--- src/rtl/ysyx_22050854_mul_sched_pkg.sv ---
// Shared constants for the multiply scheduler: funct3 ops, signedness codes, FSM states.
// Reuse buffer is compiled in with YSYX_22050854_MUL_REUSE_EN.
package ysyx_22050854_mul_sched_pkg;
  localparam logic [2:0] OP_MUL    = 3'b000;
  localparam logic [2:0] OP_MULH   = 3'b001;
  localparam logic [2:0] OP_MULHSU = 3'b010;
  localparam logic [2:0] OP_MULHU  = 3'b011;

  localparam logic [1:0] SGN_SS = 2'b11;
  localparam logic [1:0] SGN_SU = 2'b10;
  localparam logic [1:0] SGN_UU = 2'b00;

  localparam logic [1:0] S_IDLE  = 2'd0;
  localparam logic [1:0] S_BUSY  = 2'd1;
  localparam logic [1:0] S_DRAIN = 2'd2;
  localparam logic [1:0] S_DONE  = 2'd3;

  typedef struct packed {
    logic [63:0] hi;
    logic [63:0] lo;
  } prod_t;

  function automatic logic [1:0] op_sgn(input logic [1:0] op);
    case (op)
      OP_MULHSU[1:0]: op_sgn = SGN_SU;
      OP_MULHU[1:0]:  op_sgn = SGN_UU;
      default:        op_sgn = SGN_SS;
    endcase
  endfunction

  // Word ops return the sign-extended low word; MUL the low half; all MULH* the high half.
  function automatic logic [63:0] sel_res(input logic [1:0] op, input logic word, input prod_t p);
    if (word)                    sel_res = {{32{p.lo[31]}}, p.lo[31:0]};
    else if (op == OP_MUL[1:0])  sel_res = p.lo;
    else                         sel_res = p.hi;
  endfunction
endpackage

--- src/rtl/ysyx_22050854_mul_sched_if.sv ---
// EXU/WBU and multiplier-side signals of the multiply scheduler.
interface ysyx_22050854_mul_sched_if;
  logic        ex_valid;
  logic [2:0]  ex_op;
  logic        ex_word;
  logic [63:0] ex_rs1;
  logic [63:0] ex_rs2;
  logic        flush;
  logic        ex_stall;
  logic        wb_valid;
  logic        wb_ready;
  logic [63:0] wb_data;
  logic        mul_valid;
  logic        mulw;
  logic [1:0]  mul_signed;
  logic [63:0] multiplicand;
  logic [63:0] multiplier;
  logic        mul_ready;
  logic        out_valid;
  logic [63:0] result_hi;
  logic [63:0] result_lo;

  modport slave (
    input  ex_valid, ex_op, ex_word, ex_rs1, ex_rs2, flush, wb_ready,
           mul_ready, out_valid, result_hi, result_lo,
    output ex_stall, wb_valid, wb_data, mul_valid, mulw, mul_signed,
           multiplicand, multiplier
  );

  modport master (
    output ex_valid, ex_op, ex_word, ex_rs1, ex_rs2, flush, wb_ready,
           mul_ready, out_valid, result_hi, result_lo,
    input  ex_stall, wb_valid, wb_data, mul_valid, mulw, mul_signed,
           multiplicand, multiplier
  );
endinterface

--- src/rtl/ysyx_22050854_mul_reuse_buf.sv ---
// Single-entry product reuse buffer: operands latched at issue, committed with the product.
module ysyx_22050854_mul_reuse_buf
  import ysyx_22050854_mul_sched_pkg::*;
(
  input  logic        clock,
  input  logic        reset,
  input  logic        cap,
  input  logic [63:0] rs1,
  input  logic [63:0] rs2,
  input  logic [1:0]  sgn,
  input  logic        word,
  input  logic        is_mul,
  input  logic        commit,
  input  prod_t       prod_in,
  output logic        hit,
  output prod_t       prod
);
  logic [63:0] p_rs1, p_rs2, b_rs1, b_rs2;
  logic [1:0]  p_sgn, b_sgn;
  logic        vld;

  // Low half is signedness-independent, so MUL hits on any stored signedness.
  assign hit = vld & ~word & (rs1 == b_rs1) & (rs2 == b_rs2) & ((sgn == b_sgn) | is_mul);

  always_ff @(posedge clock) begin
    if (reset) begin
      p_rs1 <= '0; p_rs2 <= '0; p_sgn <= '0;
      b_rs1 <= '0; b_rs2 <= '0; b_sgn <= '0;
      prod  <= '0; vld   <= 1'b0;
    end else begin
      if (cap) begin
        p_rs1 <= rs1; p_rs2 <= rs2; p_sgn <= sgn;
      end
      if (commit) begin
        b_rs1 <= p_rs1; b_rs2 <= p_rs2; b_sgn <= p_sgn;
        prod  <= prod_in; vld <= 1'b1;
      end
    end
  end
endmodule

--- src/rtl/ysyx_22050854_mul_sched.sv ---
// Multiply scheduler between EXU/WBU and an external multiplier (IDLE/BUSY/DRAIN/DONE).
// Define YSYX_22050854_MUL_REUSE_EN to add the product reuse buffer.
module ysyx_22050854_mul_sched
  import ysyx_22050854_mul_sched_pkg::*;
(
  input logic                       clock,
  input logic                       reset,
  ysyx_22050854_mul_sched_if.slave  bus
);
  logic [1:0]  state, op_q;
  logic        word_q, req, idle_go, hit;
  logic [63:0] wb_q, hit_data;
  logic [1:0]  sgn;
  prod_t       res;

  assign sgn     = op_sgn(bus.ex_op[1:0]);
  assign res     = '{hi: bus.result_hi, lo: bus.result_lo};
  assign req     = bus.ex_valid & ~bus.ex_op[2] & ~bus.flush;
  assign idle_go = (state == S_IDLE) & req & ~reset;

`ifdef YSYX_22050854_MUL_REUSE_EN
  prod_t hit_prod;
  ysyx_22050854_mul_reuse_buf u_reuse (
    .clock   (clock),
    .reset   (reset),
    .cap     (bus.mul_valid),
    .rs1     (bus.ex_rs1),
    .rs2     (bus.ex_rs2),
    .sgn     (sgn),
    .word    (bus.ex_word),
    .is_mul  (bus.ex_op == OP_MUL),
    .commit  ((state == S_BUSY) & bus.out_valid & ~bus.flush & ~word_q),
    .prod_in (res),
    .hit     (hit),
    .prod    (hit_prod)
  );
  assign hit_data = sel_res(bus.ex_op[1:0], 1'b0, hit_prod);
`else
  assign hit      = 1'b0;
  assign hit_data = '0;
`endif

  assign bus.mul_valid    = idle_go & bus.mul_ready & ~hit;
  assign bus.mulw         = bus.ex_word;
  assign bus.mul_signed   = sgn;
  assign bus.multiplicand = bus.ex_rs1;
  assign bus.multiplier   = bus.ex_rs2;
  assign bus.wb_valid     = (state == S_DONE);
  assign bus.wb_data      = wb_q;
  assign bus.ex_stall     = bus.ex_valid & ~bus.ex_op[2] & ~(bus.wb_valid & bus.wb_ready) & ~bus.flush;

  always_ff @(posedge clock) begin
    if (reset) begin
      state  <= S_IDLE;
      wb_q   <= '0;
      op_q   <= '0;
      word_q <= 1'b0;
    end else begin
      case (state)
        S_IDLE:
          if (idle_go && hit) begin
            state <= S_DONE;
            wb_q  <= hit_data;
          end else if (bus.mul_valid) begin
            state  <= S_BUSY;
            op_q   <= bus.ex_op[1:0];
            word_q <= bus.ex_word;
          end
        // A flush coinciding with the result has nothing left to drain.
        S_BUSY:
          if (bus.out_valid) begin
            state <= bus.flush ? S_IDLE : S_DONE;
            if (!bus.flush) wb_q <= sel_res(op_q, word_q, res);
          end else if (bus.flush) begin
            state <= S_DRAIN;
          end
        S_DRAIN:
          if (bus.out_valid) state <= S_IDLE;
        default:
          if (bus.flush || bus.wb_ready) state <= S_IDLE;
      endcase
    end
  end
endmodule
--- src/flat_wrapper.sv ---
// flat-port wrapper written by rule: the top's interface ports become plain ports
module ysyx_22050854_mul_sched_flat import ysyx_22050854_mul_sched_pkg::*;
  (clock, reset, bus_ex_valid, bus_ex_op, bus_ex_word, bus_ex_rs1, bus_ex_rs2, bus_flush, bus_wb_ready, bus_mul_ready, bus_out_valid, bus_result_hi, bus_result_lo, bus_ex_stall, bus_wb_valid, bus_wb_data, bus_mul_valid, bus_mulw, bus_mul_signed, bus_multiplicand, bus_multiplier);
  ysyx_22050854_mul_sched_if bus_i ();
  input logic clock;
  input logic reset;
  input wire logic [$bits(bus_i.ex_valid)-1:0] bus_ex_valid;
  input wire logic [$bits(bus_i.ex_op)-1:0] bus_ex_op;
  input wire logic [$bits(bus_i.ex_word)-1:0] bus_ex_word;
  input wire logic [$bits(bus_i.ex_rs1)-1:0] bus_ex_rs1;
  input wire logic [$bits(bus_i.ex_rs2)-1:0] bus_ex_rs2;
  input wire logic [$bits(bus_i.flush)-1:0] bus_flush;
  input wire logic [$bits(bus_i.wb_ready)-1:0] bus_wb_ready;
  input wire logic [$bits(bus_i.mul_ready)-1:0] bus_mul_ready;
  input wire logic [$bits(bus_i.out_valid)-1:0] bus_out_valid;
  input wire logic [$bits(bus_i.result_hi)-1:0] bus_result_hi;
  input wire logic [$bits(bus_i.result_lo)-1:0] bus_result_lo;
  output wire logic [$bits(bus_i.ex_stall)-1:0] bus_ex_stall;
  output wire logic [$bits(bus_i.wb_valid)-1:0] bus_wb_valid;
  output wire logic [$bits(bus_i.wb_data)-1:0] bus_wb_data;
  output wire logic [$bits(bus_i.mul_valid)-1:0] bus_mul_valid;
  output wire logic [$bits(bus_i.mulw)-1:0] bus_mulw;
  output wire logic [$bits(bus_i.mul_signed)-1:0] bus_mul_signed;
  output wire logic [$bits(bus_i.multiplicand)-1:0] bus_multiplicand;
  output wire logic [$bits(bus_i.multiplier)-1:0] bus_multiplier;
  assign bus_i.ex_valid = bus_ex_valid;
  assign bus_i.ex_op = bus_ex_op;
  assign bus_i.ex_word = bus_ex_word;
  assign bus_i.ex_rs1 = bus_ex_rs1;
  assign bus_i.ex_rs2 = bus_ex_rs2;
  assign bus_i.flush = bus_flush;
  assign bus_i.wb_ready = bus_wb_ready;
  assign bus_i.mul_ready = bus_mul_ready;
  assign bus_i.out_valid = bus_out_valid;
  assign bus_i.result_hi = bus_result_hi;
  assign bus_i.result_lo = bus_result_lo;
  assign bus_ex_stall = bus_i.ex_stall;
  assign bus_wb_valid = bus_i.wb_valid;
  assign bus_wb_data = bus_i.wb_data;
  assign bus_mul_valid = bus_i.mul_valid;
  assign bus_mulw = bus_i.mulw;
  assign bus_mul_signed = bus_i.mul_signed;
  assign bus_multiplicand = bus_i.multiplicand;
  assign bus_multiplier = bus_i.multiplier;
  ysyx_22050854_mul_sched u_core (.clock(clock), .reset(reset), .bus(bus_i));
endmodule
--- config.mk ---
export PLATFORM = sky130hd
export DESIGN_NAME = ysyx_22050854_mul_sched_flat
export DESIGN_NICKNAME = d
export VERILOG_FILES = /design/src/rtl/ysyx_22050854_mul_sched_pkg.sv /design/src/rtl/ysyx_22050854_mul_sched_if.sv /design/src/rtl/ysyx_22050854_mul_reuse_buf.sv /design/src/rtl/ysyx_22050854_mul_sched.sv /design/src/flat_wrapper.sv
export SDC_FILE = /design/constraint.sdc
export NUM_CORES = 1
export LEC_CHECK = 0
export BUFFER_PORTS_ARGS = -buffer_cell sky130_fd_sc_hd__buf_2
export CORE_AREA = 8 8 176 178
export CTS_CLUSTER_DIAMETER = 150
export CTS_CLUSTER_SIZE = 8
export DETAILED_ROUTE_END_ITERATION = 16
export DIE_AREA = 0 0 184 186
export HOLD_SLACK_MARGIN = 0.12
export PLACE_DENSITY_LB_ADDON = 0.3
export SLEW_MARGIN = 20
export SYNTH_ARGS = -nofsm -noshare
export SYNTH_HDL_FRONTEND = slang
export SYNTH_HIERARCHICAL = 1
export SYNTH_SLANG_ARGS = --single-unit
--- constraint.sdc ---
create_clock -name clock -period 2.4 [get_ports clock]
set_clock_uncertainty 0.15 [all_clocks]
set_input_delay 0.24 -clock clock [delete_from_list [all_inputs] [get_ports clock]]
set_output_delay 0.24 -clock clock [all_outputs]
set_load 0.02 [all_outputs]
==> summary.txt <==
Synth
  – Top cells by area, synth: dfxtp_1 (32%), buf_4 (23%), mux2i_1 (8.5%), mux2_2 (8.5%), a211oi_1 (5.6%)
  – Top-count cell post-synth: buf_4
  – Post-synth top cells: buf_4 (132), dfxtp_1 (69), mux2i_1 (36), nor2_1 (36), nand2_1 (35)
  – Synth top area share: about 32%
  – Post-Syn Area per Cell: roughly 8.7 µm²
  – Syn_nets: 760
  – Ys async rst share: 0%
  – Seq/Total Area, Yosys: 32.5%
  – Cell count after synthesis: 489
  – Post-synth top area cell: dfxtp_1
  – Synthesized cell area: 4250 µm²
  – Synth unique cells: 27
  – Seq cells post-synth: 69
  – Post-synth EDFFs: 0
  – Ys flop type: dfxtp_1
  – Synth Warn #: 6

Clocking
  – Reg clk slew, reported paths: ~0.07 ns
  – H-tree Lvls: 3
  – Sinks on Clock Net: 69
  – Clk Latency, worst-skew pair: roughly 0.34 ns
  – Post-CTS Setup Inserts: 0
  – Root buffer cell: clkbuf_16
  – Cts bufs inserted: 9
  – Clk buf depth: 2
  – CTS tree: done

Timing
  – TNS Setup: 0 ns
  – RSZ-0062 raised after global routing: false
  – Final Hold Viols: 0
  – Fin crit share: 89.9%
  – Worst-margin pin slew: 0.491 ns
  – Fin crit period: 2.16 ns
  – Slew headroom: 67.3%
  – Fmax: 464 MHz
  – Final setup vio count: 0
  – Max Slew Vio Count: 0
  – Final WS setup: 0.243 ns

Floorplan
  – Starting Density: about 15%
  – Die W: around 180 µm
  – Chip height: about 190 µm
  – IO Count: 465
  – # rows: 62
  – Die area: 34200 µm²
  – Core Area: between 20000 and 30000 µm²

Setup path
  – Critical Path Start Type: flop
  – Slowest-stage cell, CP: dlygate4sd3_1
  – R2r worst-path depth: 6
  – Critical Path Start: u_core/op_q[0]
  – R2r setup slk: 0.24 ns
  – R2R Path Start: u_core/op_q[0]
  – Delay of the slowest critical-path stage: roughly 0.56 ns
  – CP required: 2.50 ns
  – Reg2reg end: u_core/bus.wb_data[28]
  – Worst setup EP type: flop
  – Crit Path Max Fanout: 14
  – Critical-path cell list: nor2_4 -> or2_4 -> buf_12 -> mux2i_1 -> dlygate4sd3_1 -> a211oi_1
  – Critical Path End: u_core/bus.wb_data[28]
  – Critical Path AT: 2.25 ns
  – Crit path kind: flop to flop

Global route
  – Antenna violations before repair: 0
  – Vias in the first global route: 3927
  – Total GRT Usage: 8.78%
  – Total grt overflow: 0
  – Largest net degree at the start of global routing: 65
  – First-pass GRT wire length: 22.7 mm

Drt
  – Vias: 3721
  – DRT iter0 DRCs: 75
  – Detail Route Antenna Nets: 0
  – Post-DR wirelength/cell: between 15 and 20 µm
  – Drt total wl: 15.5 mm
  – Pre-antenna DRT Iters: 4
  – Drc violations: 0
  – DR vias/cell: 3.69

Final layout
  – P&R area growth vs syn: 33.9%
  – Design area: 5700 µm²
  – Area occupied by multi-input gates: between 1500 and 2000 µm²
  – Area occupied by registers: 1380 µm²
  – Layout cell share with drive strength beyond 1: 43.7%
  – Final net count: 891
  – Final cell count without fillers: 1009
  – N_diodes: 0
  – Fill count: around 3200

Power and ir drop
  – Final Total Pwr: 3010 µW
  – VDD IR max: between 150 and 200 µV
  – Power density over the cells: 529 nW/µm²
  – Leak Pwr: 0.00261 µW

Run
  – Max Cap Viol: 0

Outcome
  – Status: finished, final reports clean

Placed design
  – Placed cells: 931
  – HPWL Detailed: 11.6 mm
  – Placed instance area: 4790 µm²
  – Pre-CTS setup slack: about 0.61 ns
  – RD Place Congestion: ~0.67
  – Buffers on Ports: between 200 and 250

Worst hold path
  – Hold Path Class: primary input to flop
[routing by layer]
metal  track usage [%]  part of all wire (%)  vias to the layer above
li1                  -                     -                     1796
met1              8.43                    35                     1648
met2              14.5                    47                      185
met3              3.98                    10                       92
met4              7.20                   7.2                        0
met5                 0                     0                        -
[how the worst min path moves through the flow]
stage / start / end / slack [ns] / cells after the start
finish: bus_result_lo[7] / u_core/bus.wb_data[7] / 0.14 / 3
global route: bus_result_hi[3] / u_core/bus.wb_data[3] / 0.13 / 3
CTS: bus_result_lo[7] / u_core/bus.wb_data[7] / 0.12 / 3
detailed placement: u_core/bus.wb_data[33] / u_core/bus.wb_data[33] / 0.29 / 2
global placement: u_core/bus.wb_data[39] / u_core/bus.wb_data[39] / 0.29 / 2
floorplan: bus_ex_op[0] / u_core/op_q[0] / 0.24 / 2
[area by class of cell]
class / count / share of cell area, %
inverters: 4 / 0.264
clock inverters: 5 / 0.637
multi-input cells: 256 / 31.0
flip-flops and latches: 69 / 24.2
well taps: 384 / 8.43
clock buffers: 11 / 4.26
repair buffers: 280 / 31.1
[through the flow]
stage | hold slack (ns) | util [%]
after floorplan | 0.237 | -
after global placement | 0.291 | 17.0
after detailed placement | 0.294 | 17.0
after CTS | 0.124 | 20.2
after global routing | 0.127 | 20.2
final | 0.142 | 20.2
[report_power, final]
| group | total (µW) | internal, µW | switching (µW) |
|---|---|---|---|
| sequential | 1200 | 1180 | 19.1 |
| clock | 1300 | 730 | 570 |
| combinational | 514 | 275 | 239 |
[critical path: cells and delay by family, from the launching register on]
kind / cells / cell delay [ns]
compound gates: 1 / 0.25
buf+inv: 2 / 0.77
simple gates: 2 / 0.39
flops: 1 / 0.38
mux: 1 / 0.11
[logic make-up (layout without fill, tap and decap cells)]
| family | count (synthesis) | in the layout | synth area share (%) |
|---|---|---|---|
| fa+ha+maj | 4 | 4 | 1.18 |
| compound gates | 101 | 101 | 14.5 |
| mux | 68 | 68 | 16.9 |
| buf+inv | 164 | 300 | 26.4 |
| flops | 69 | 69 | 32.5 |
| simple gates | 83 | 83 | 8.53 |
[placed cells by master (no fill, tap or decap), drive strengths merged]
cell / n
mux2: 32
and2b: 1
a211oi: 32
nor2b: 1
or3b: 1
dfxtp: 69
a21oi: 34
buf: 218
nand2b: 1
a221oi: 1
clkinvlp: 3
clkinv: 2
nand3b: 2
nand2: 35
nor2: 37
o32ai: 1
or2: 1
clkbuf: 11
mux2i: 36
o21ai: 33
ha: 4
inv: 4
dlygate4sd3: 62
nor3: 3
and2: 1
[registers in the layout, indices dropped and copies added (netlist names)]
name,count
u_core/bus.wb_data,64
u_core/op_q,2
u_core/state,2
u_core/word_q,1
[timing repair]
action                     4_1_cts  5_1_grt
setup endpoints to repair        0       16
hold endpoints to repair        33        0
resized for setup                0        1
hold buffers                    62        0
No activity file was read; power rests on OpenSTA's default activity.
